<file path="src/rtl/gpio_default_serializer.sv">
// gpio_default_serializer
//
// Takes the hard-wired 1.8V-domain default bits from the constant tie-off
// cells and shifts them MSB-first into the GPIO serial configuration chain.
// The block generates the chain data, shift clock and load strobe.
//
// Each bit takes DIV cycles with serial_clock low (SETUP) and then DIV cycles
// with serial_clock high (HIGH). After the last bit, serial_load is held high
// for DIV cycles (LOAD). One transfer therefore occupies 2*DIV*WIDTH + DIV
// cycles, and busy is high for exactly those cycles.
//
// Parameters:
//   WIDTH  number of default bits per transfer (>= 2)
//   DIV    system clocks per serial_clock phase (>= 1)
//
// Ports:
//   wb_clk_i         system clock, all state on the rising edge
//   wb_rst_i         asynchronous active-high reset
//   defaults         default bits from the tie-offs, latched at start
//   start            single-cycle transfer request, ignored while busy
//   serial_data_out  chain data, MSB first
//   serial_clock     chain shift clock
//   serial_load      chain load strobe, high for DIV cycles after the last bit
//   busy             high from the accepted start until LOAD ends
//   done             one-cycle pulse in the first idle cycle after LOAD
//
// Optional feature macro: GPIO_DEFAULT_AUTOLOAD_EN
//   When this macro is defined, an internal request fires once on the first
//   clock after reset is released. That request is ORed with start.
module gpio_default_serializer #(
    parameter int WIDTH = 13,
    parameter int DIV   = 2
) (
    input  logic             wb_clk_i,
    input  logic             wb_rst_i,
    input  logic [WIDTH-1:0] defaults,
    input  logic             start,
    output logic             serial_data_out,
    output logic             serial_clock,
    output logic             serial_load,
    output logic             busy,
    output logic             done
);

    localparam int PH_W = $clog2(DIV) + 1;
    localparam int BC_W = $clog2(WIDTH) + 1;
    localparam logic [PH_W-1:0] PH_LAST = PH_W'(DIV - 1);
    localparam logic [BC_W-1:0] BC_FULL = BC_W'(WIDTH);
    localparam logic [BC_W-1:0] BC_ONE  = BC_W'(1);

    typedef enum logic [1:0] {
        IDLE  = 2'd0,
        SETUP = 2'd1,
        HIGH  = 2'd2,
        LOAD  = 2'd3
    } state_t;

    state_t           state_reg;
    logic [WIDTH-1:0] shadow_reg;
    logic [WIDTH-1:0] shadow_next;
    logic [BC_W-1:0]  bit_cnt_reg;
    logic [PH_W-1:0]  phase_reg;
    logic             sdo_reg;
    logic             sclk_reg;
    logic             load_reg;
    logic             busy_reg;
    logic             done_reg;
    logic             start_req;
    logic             phase_last;

    assign phase_last = (phase_reg == PH_LAST);

    // The shadow register shifts left by one bit and is filled with zero.
    assign shadow_next[0] = 1'b0;
    generate
        for (genvar gi = 1; gi < WIDTH; gi++) begin : g_shift
            assign shadow_next[gi] = shadow_reg[gi-1];
        end
    endgenerate

`ifdef GPIO_DEFAULT_AUTOLOAD_EN
    // This register is set during reset and clears on the first clock after
    // release. It raises exactly one request for each reset release.
    logic autoload_pending_reg;

    always_ff @(posedge wb_clk_i or posedge wb_rst_i) begin
        if (wb_rst_i) begin
            autoload_pending_reg <= 1'b1;
        end else begin
            autoload_pending_reg <= 1'b0;
        end
    end

    assign start_req = start | autoload_pending_reg;
`else
    assign start_req = start;
`endif

    // Each output is registered together with the state it belongs to.
    // The outputs therefore always describe the current state register.
    always_ff @(posedge wb_clk_i or posedge wb_rst_i) begin
        if (wb_rst_i) begin
            state_reg   <= IDLE;
            shadow_reg  <= '0;
            bit_cnt_reg <= '0;
            phase_reg   <= '0;
            sdo_reg     <= 1'b0;
            sclk_reg    <= 1'b0;
            load_reg    <= 1'b0;
            busy_reg    <= 1'b0;
            done_reg    <= 1'b0;
        end else begin
            done_reg <= 1'b0;
            case (state_reg)
                IDLE: begin
                    sdo_reg  <= 1'b0;
                    sclk_reg <= 1'b0;
                    load_reg <= 1'b0;
                    busy_reg <= 1'b0;
                    if (start_req) begin
                        shadow_reg  <= defaults;
                        bit_cnt_reg <= BC_FULL;
                        phase_reg   <= '0;
                        state_reg   <= SETUP;
                        busy_reg    <= 1'b1;
                        // Put the MSB on the line in the first SETUP cycle.
                        sdo_reg     <= defaults[WIDTH-1];
                    end
                end

                SETUP: begin
                    sdo_reg <= shadow_reg[WIDTH-1];
                    if (phase_last) begin
                        phase_reg <= '0;
                        sclk_reg  <= 1'b1;
                        state_reg <= HIGH;
                    end else begin
                        phase_reg <= phase_reg + 1'b1;
                    end
                end

                HIGH: begin
                    if (phase_last) begin
                        phase_reg   <= '0;
                        sclk_reg    <= 1'b0;
                        shadow_reg  <= shadow_next;
                        bit_cnt_reg <= bit_cnt_reg - 1'b1;
                        if (bit_cnt_reg == BC_ONE) begin
                            sdo_reg   <= 1'b0;
                            load_reg  <= 1'b1;
                            state_reg <= LOAD;
                        end else begin
                            sdo_reg   <= shadow_next[WIDTH-1];
                            state_reg <= SETUP;
                        end
                    end else begin
                        phase_reg <= phase_reg + 1'b1;
                    end
                end

                LOAD: begin
                    if (phase_last) begin
                        phase_reg <= '0;
                        load_reg  <= 1'b0;
                        busy_reg  <= 1'b0;
                        done_reg  <= 1'b1;
                        state_reg <= IDLE;
                    end else begin
                        phase_reg <= phase_reg + 1'b1;
                    end
                end

                default: begin
                    state_reg <= IDLE;
                end
            endcase
        end
    end

    assign serial_data_out = sdo_reg;
    assign serial_clock    = sclk_reg;
    assign serial_load     = load_reg;
    assign busy            = busy_reg;
    assign done            = done_reg;

endmodule
</file>
<file path="config.mk">
export PLATFORM = sky130hd
export DESIGN_NAME = gpio_default_serializer
export DESIGN_NICKNAME = d
export VERILOG_FILES = /design/src/rtl/gpio_default_serializer.sv
export SDC_FILE = /design/constraint.sdc
export NUM_CORES = 1
export LEC_CHECK = 0
export CAP_MARGIN = 20
export CELL_PAD_IN_SITES_DETAIL_PLACEMENT = 1
export CELL_PAD_IN_SITES_GLOBAL_PLACEMENT = 1
export CORE_MARGIN = 8
export CORE_UTILIZATION = 39
export CTS_CLUSTER_SIZE = 30
export DETAILED_ROUTE_END_ITERATION = 12
export PLACE_DENSITY_LB_ADDON = 0.3
export SETUP_SLACK_MARGIN = 0.05
export SYNTH_ARGS = -nofsm -noshare
export SYNTH_HDL_FRONTEND = slang
export SYNTH_SLANG_ARGS = --single-unit
</file>
<file path="constraint.sdc">
create_clock -name wb_clk_i -period 1.85 [get_ports wb_clk_i]
set_clock_uncertainty 0.2 [all_clocks]
set_input_delay 0.185 -clock wb_clk_i [delete_from_list [all_inputs] [get_ports wb_clk_i]]
set_output_delay 0.185 -clock wb_clk_i [all_outputs]
set_load 0.1 [all_outputs]
</file>
==> summary by stage <==
Status
The flow ran to the end, but the final reports show violations. The checks that failed: negative setup slack.

Critical path
The arrival time of data at the critical path endpoint is 1.84 ns. The maximum fanout along the worst path is 7. The type of element launching the critical path is a flip-flop. The worst setup path is of the flip-flop to flip-flop kind.

The type of destination of the critical path is a flip-flop. STA puts the critical path data required time at 1.83 ns.

Finish
The library cell used most frequently in the layout, excluding fill and tap cells, is dfrtp_1. In the layout the commonest cells are dfrtp_1, buf_4, clkdlybuf4s50_1. The flip-flop count of the largest register after layout is 13. 0 antenna diodes ended up in the layout.

The post-route netlist has between 40% and 50% of its cells at a drive strength greater than 1. The final instance area is between 2000 and 2500 sq um. From synthesis to final layout, the design area changed by 43.4%. The final net count is 194.

Yosys
The count of warnings emitted by yosys is 0. In this run, synthesis produced a sequential element count of 27. Sequential elements use approximately 45% of the synthesized area. The synthesized design devotes to its leading area cell type roughly 45% of total area.

Summing every instance area after synthesis gives approximately 1500 sq um. After synthesis, the share of flip-flops with an asynchronous set or reset is 100%. The mean post-synth cell area is 12.0 sq um. For this run, the leading register cell type out of synthesis is dfrtp_1.

The number of flops mapped to enable cells by yosys is 0. The largest total area in the synthesized netlist belongs to dfrtp_1. Synthesis handed over a netlist of around 130 instances. The count of unique library cells instantiated by Yosys is 36. In the post-synthesis netlist, the biggest area contributors are dfrtp_1, mux2_2, mux2_4, ha_1, mux2i_1. The total nets after synthesis is 150.

Detailed routing
After detailed routing, the number of vias per cell comes to ~5.1. Once detail routing completed, the nets flagged for antenna violations numbered 0. The total number of vias is around 1100. The final routed wirelength across all metal layers is roughly 3700 um. The first TritonRoute pass finished after 4 iterations. The initial DRC count is 31. The routed wirelength normalized by instance count is 17.1 um.

In the routed design, unresolved DRC markers number 0.

Clocking
The clock buffer count from CTS is 3. The number of buffers between clock root and the deepest sink is 2. The total number of clock tree sinks is 27.

The maximum level of the CTS H-tree is 1. The post-cts hold buffer count is 0. At the later pin of the worst-skew pair, clock insertion delay measures about 0.28 ns.

TritonCTS built the clock tree. Clock tree synthesis selected as its root buffer the cell clkbuf_8. The clock-pin slew on the worst setup and hold paths is 0.11 ns.

Timing
The setup violation total in the final timing report is 5. For the pin with the worst max-slew slack, the measured transition is roughly 0.37 ns. On the final layout, the worst hold slack is between 0.05 and 0.06 ns. The peak clock frequency supported by timing is ~0.54 GHz. Setup repair after global routing could not meet its margin everywhere. The share of the clock period used by the worst path is 100%. Setup slack on the critical path of the routed design comes to -0.00709 ns. The number of pins exceeding their max-slew limit in the final report is 0.

In this run the tightest slew margin relative to its limit is 75.5%. The hold violation total from the final report is 0. The clock period minus worst slack is ~1.9 ns.

Place
The number of buffers inserted by port buffering is 20. At the end of routability-driven placement, the weighted congestion stood at 0.740. Once placement finished, the instance area stood at 1980 sq um. The worst setup timing slack at the placement stage is -0.0204 ns. The half-perimeter wire length of the detailed placement result is ~2600 um.

Power and ir drop
The design draws 4.22 mW. The power density of the placed cells is about 1900 nW/um^2. The maximum vdd ir drop is ~0.73 mV.

The leakage component of the power is between 0.9 and 1 nW.

Die
The number of core rows is 22. The chip height is 78.4 um. The die covers slightly above 6000 sq um. The total I/O pin count is 21. The area inside the core boundary is 3720 sq um.

The initial standard-cell utilization of the core is approximately 41%. The x dimension of the die is approximately 78 um.

GRT
Global routing used ~12% of the available tracks. The initial antenna violation count came to 0. The first global-routing pass estimated 6240 um of wire. The maximum number of pins on one net before global-route repair is 28. Summed over all layers, the global routing overflow is 0. The via count of the first global-routing pass is 1238.

Run
The number of max-cap violations is 0.

Hold path
The worst hold path class is input port to async pin.
==> area by class of cell <==
type	count	area (sq um)
Fill cell	386	1540
Multi-Input combinational cell	84	861
Tap cell	48	60.1
Timing Repair Buffer	45	488
Clock inverter	1	8.76
Clock buffer	3	41.3
Inverter	10	40.0
Sequential cell	27	677
==> path summary, 6_finish.rpt <==
path	startpoint	endpoint	slack [ns]	cells past startpoint
setup / recovery	state_reg[0]	shadow_reg[1]	-0.007	6
hold / removal	wb_rst_i	serial_load	0.06	3
setup reg to reg	state_reg[0]	shadow_reg[1]	-0.007	6
hold reg to reg	phase_reg[1]	phase_reg[1]	0.31	1
max in group asynchronous	wb_rst_i	state_reg[1]	1.09	3
min in group wb_clk_i	defaults[0]	shadow_reg[0]	0.25	3
==> report_power, final <==
part           switching [mW]  internal (mW)  leakage (nW)
clock network           0.212          0.159        0.0261
registers               0.198          0.856         0.327
logic                    1.26           1.54         0.600
==> Yosys cell counts (all sizes together), types with 2 or more instances <==
cell     n
a211oi   5
a21o     2
a21oi    4
a22o     2
and2     2
buf      5
dfrtp   27
ha       7
inv     10
mux2    25
mux2i    6
nand2    6
nand2b   3
nor2     7
o21ai    2
or3      2
==> worst max-delay path, cell delays in order, from the launching register on <==
cell and delay [ns]:
dfrtp_1 0.42, inv_2 0.13, ha_4 0.17, mux2i_4 0.30, a21oi_4 0.07, clkbuf_16 0.18, mux2_4 0.29
==> metrics by stage <==
step	utilization [%]	cells	TNS [ns]
4_1_cts	56.0	213	0
5_1_grt	58.6	218	-0.749
3_3_place_gp	53.3	206	0
3_5_place_dp	53.3	206	-0.0793
2_1_floorplan	-	127	-0.0829
6_report	58.6	218	-0.0219
==> cells by family (layout without fill, tap and decap cells) <==
kind of cell | after synthesis | count (layout) | synth area share (%)
flops | 27 | 27 | 44.5
mux | 31 | 31 | 24.7
buf+inv | 16 | 59 | 4.86
fa+ha+maj | 7 | 7 | 5.77
compound gates | 21 | 21 | 11.2
simple gates | 25 | 25 | 8.90
==> routing by layer <==
| metal | GRT usage [%] | vias to the layer above | routed length, um |
|---|---|---|---|
| met5 | 0 | - | 0 |
| met4 | 3.89 | 0 | 48 |
| met3 | 2.51 | 5 | 102 |
| met2 | 21.2 | 15 | 1840 |
| met1 | 15.3 | 563 | 1740 |
| li1 | - | 528 | - |
==> repair_timing <==
item	4_1_cts	5_1_grt
pin swaps	3	2
endpoints found under the setup margin	16	18
gates resized for setup	6	10
buffers inserted	3	4
cloned	0	1
Note: power is estimated with default switching activity, not from simulation.
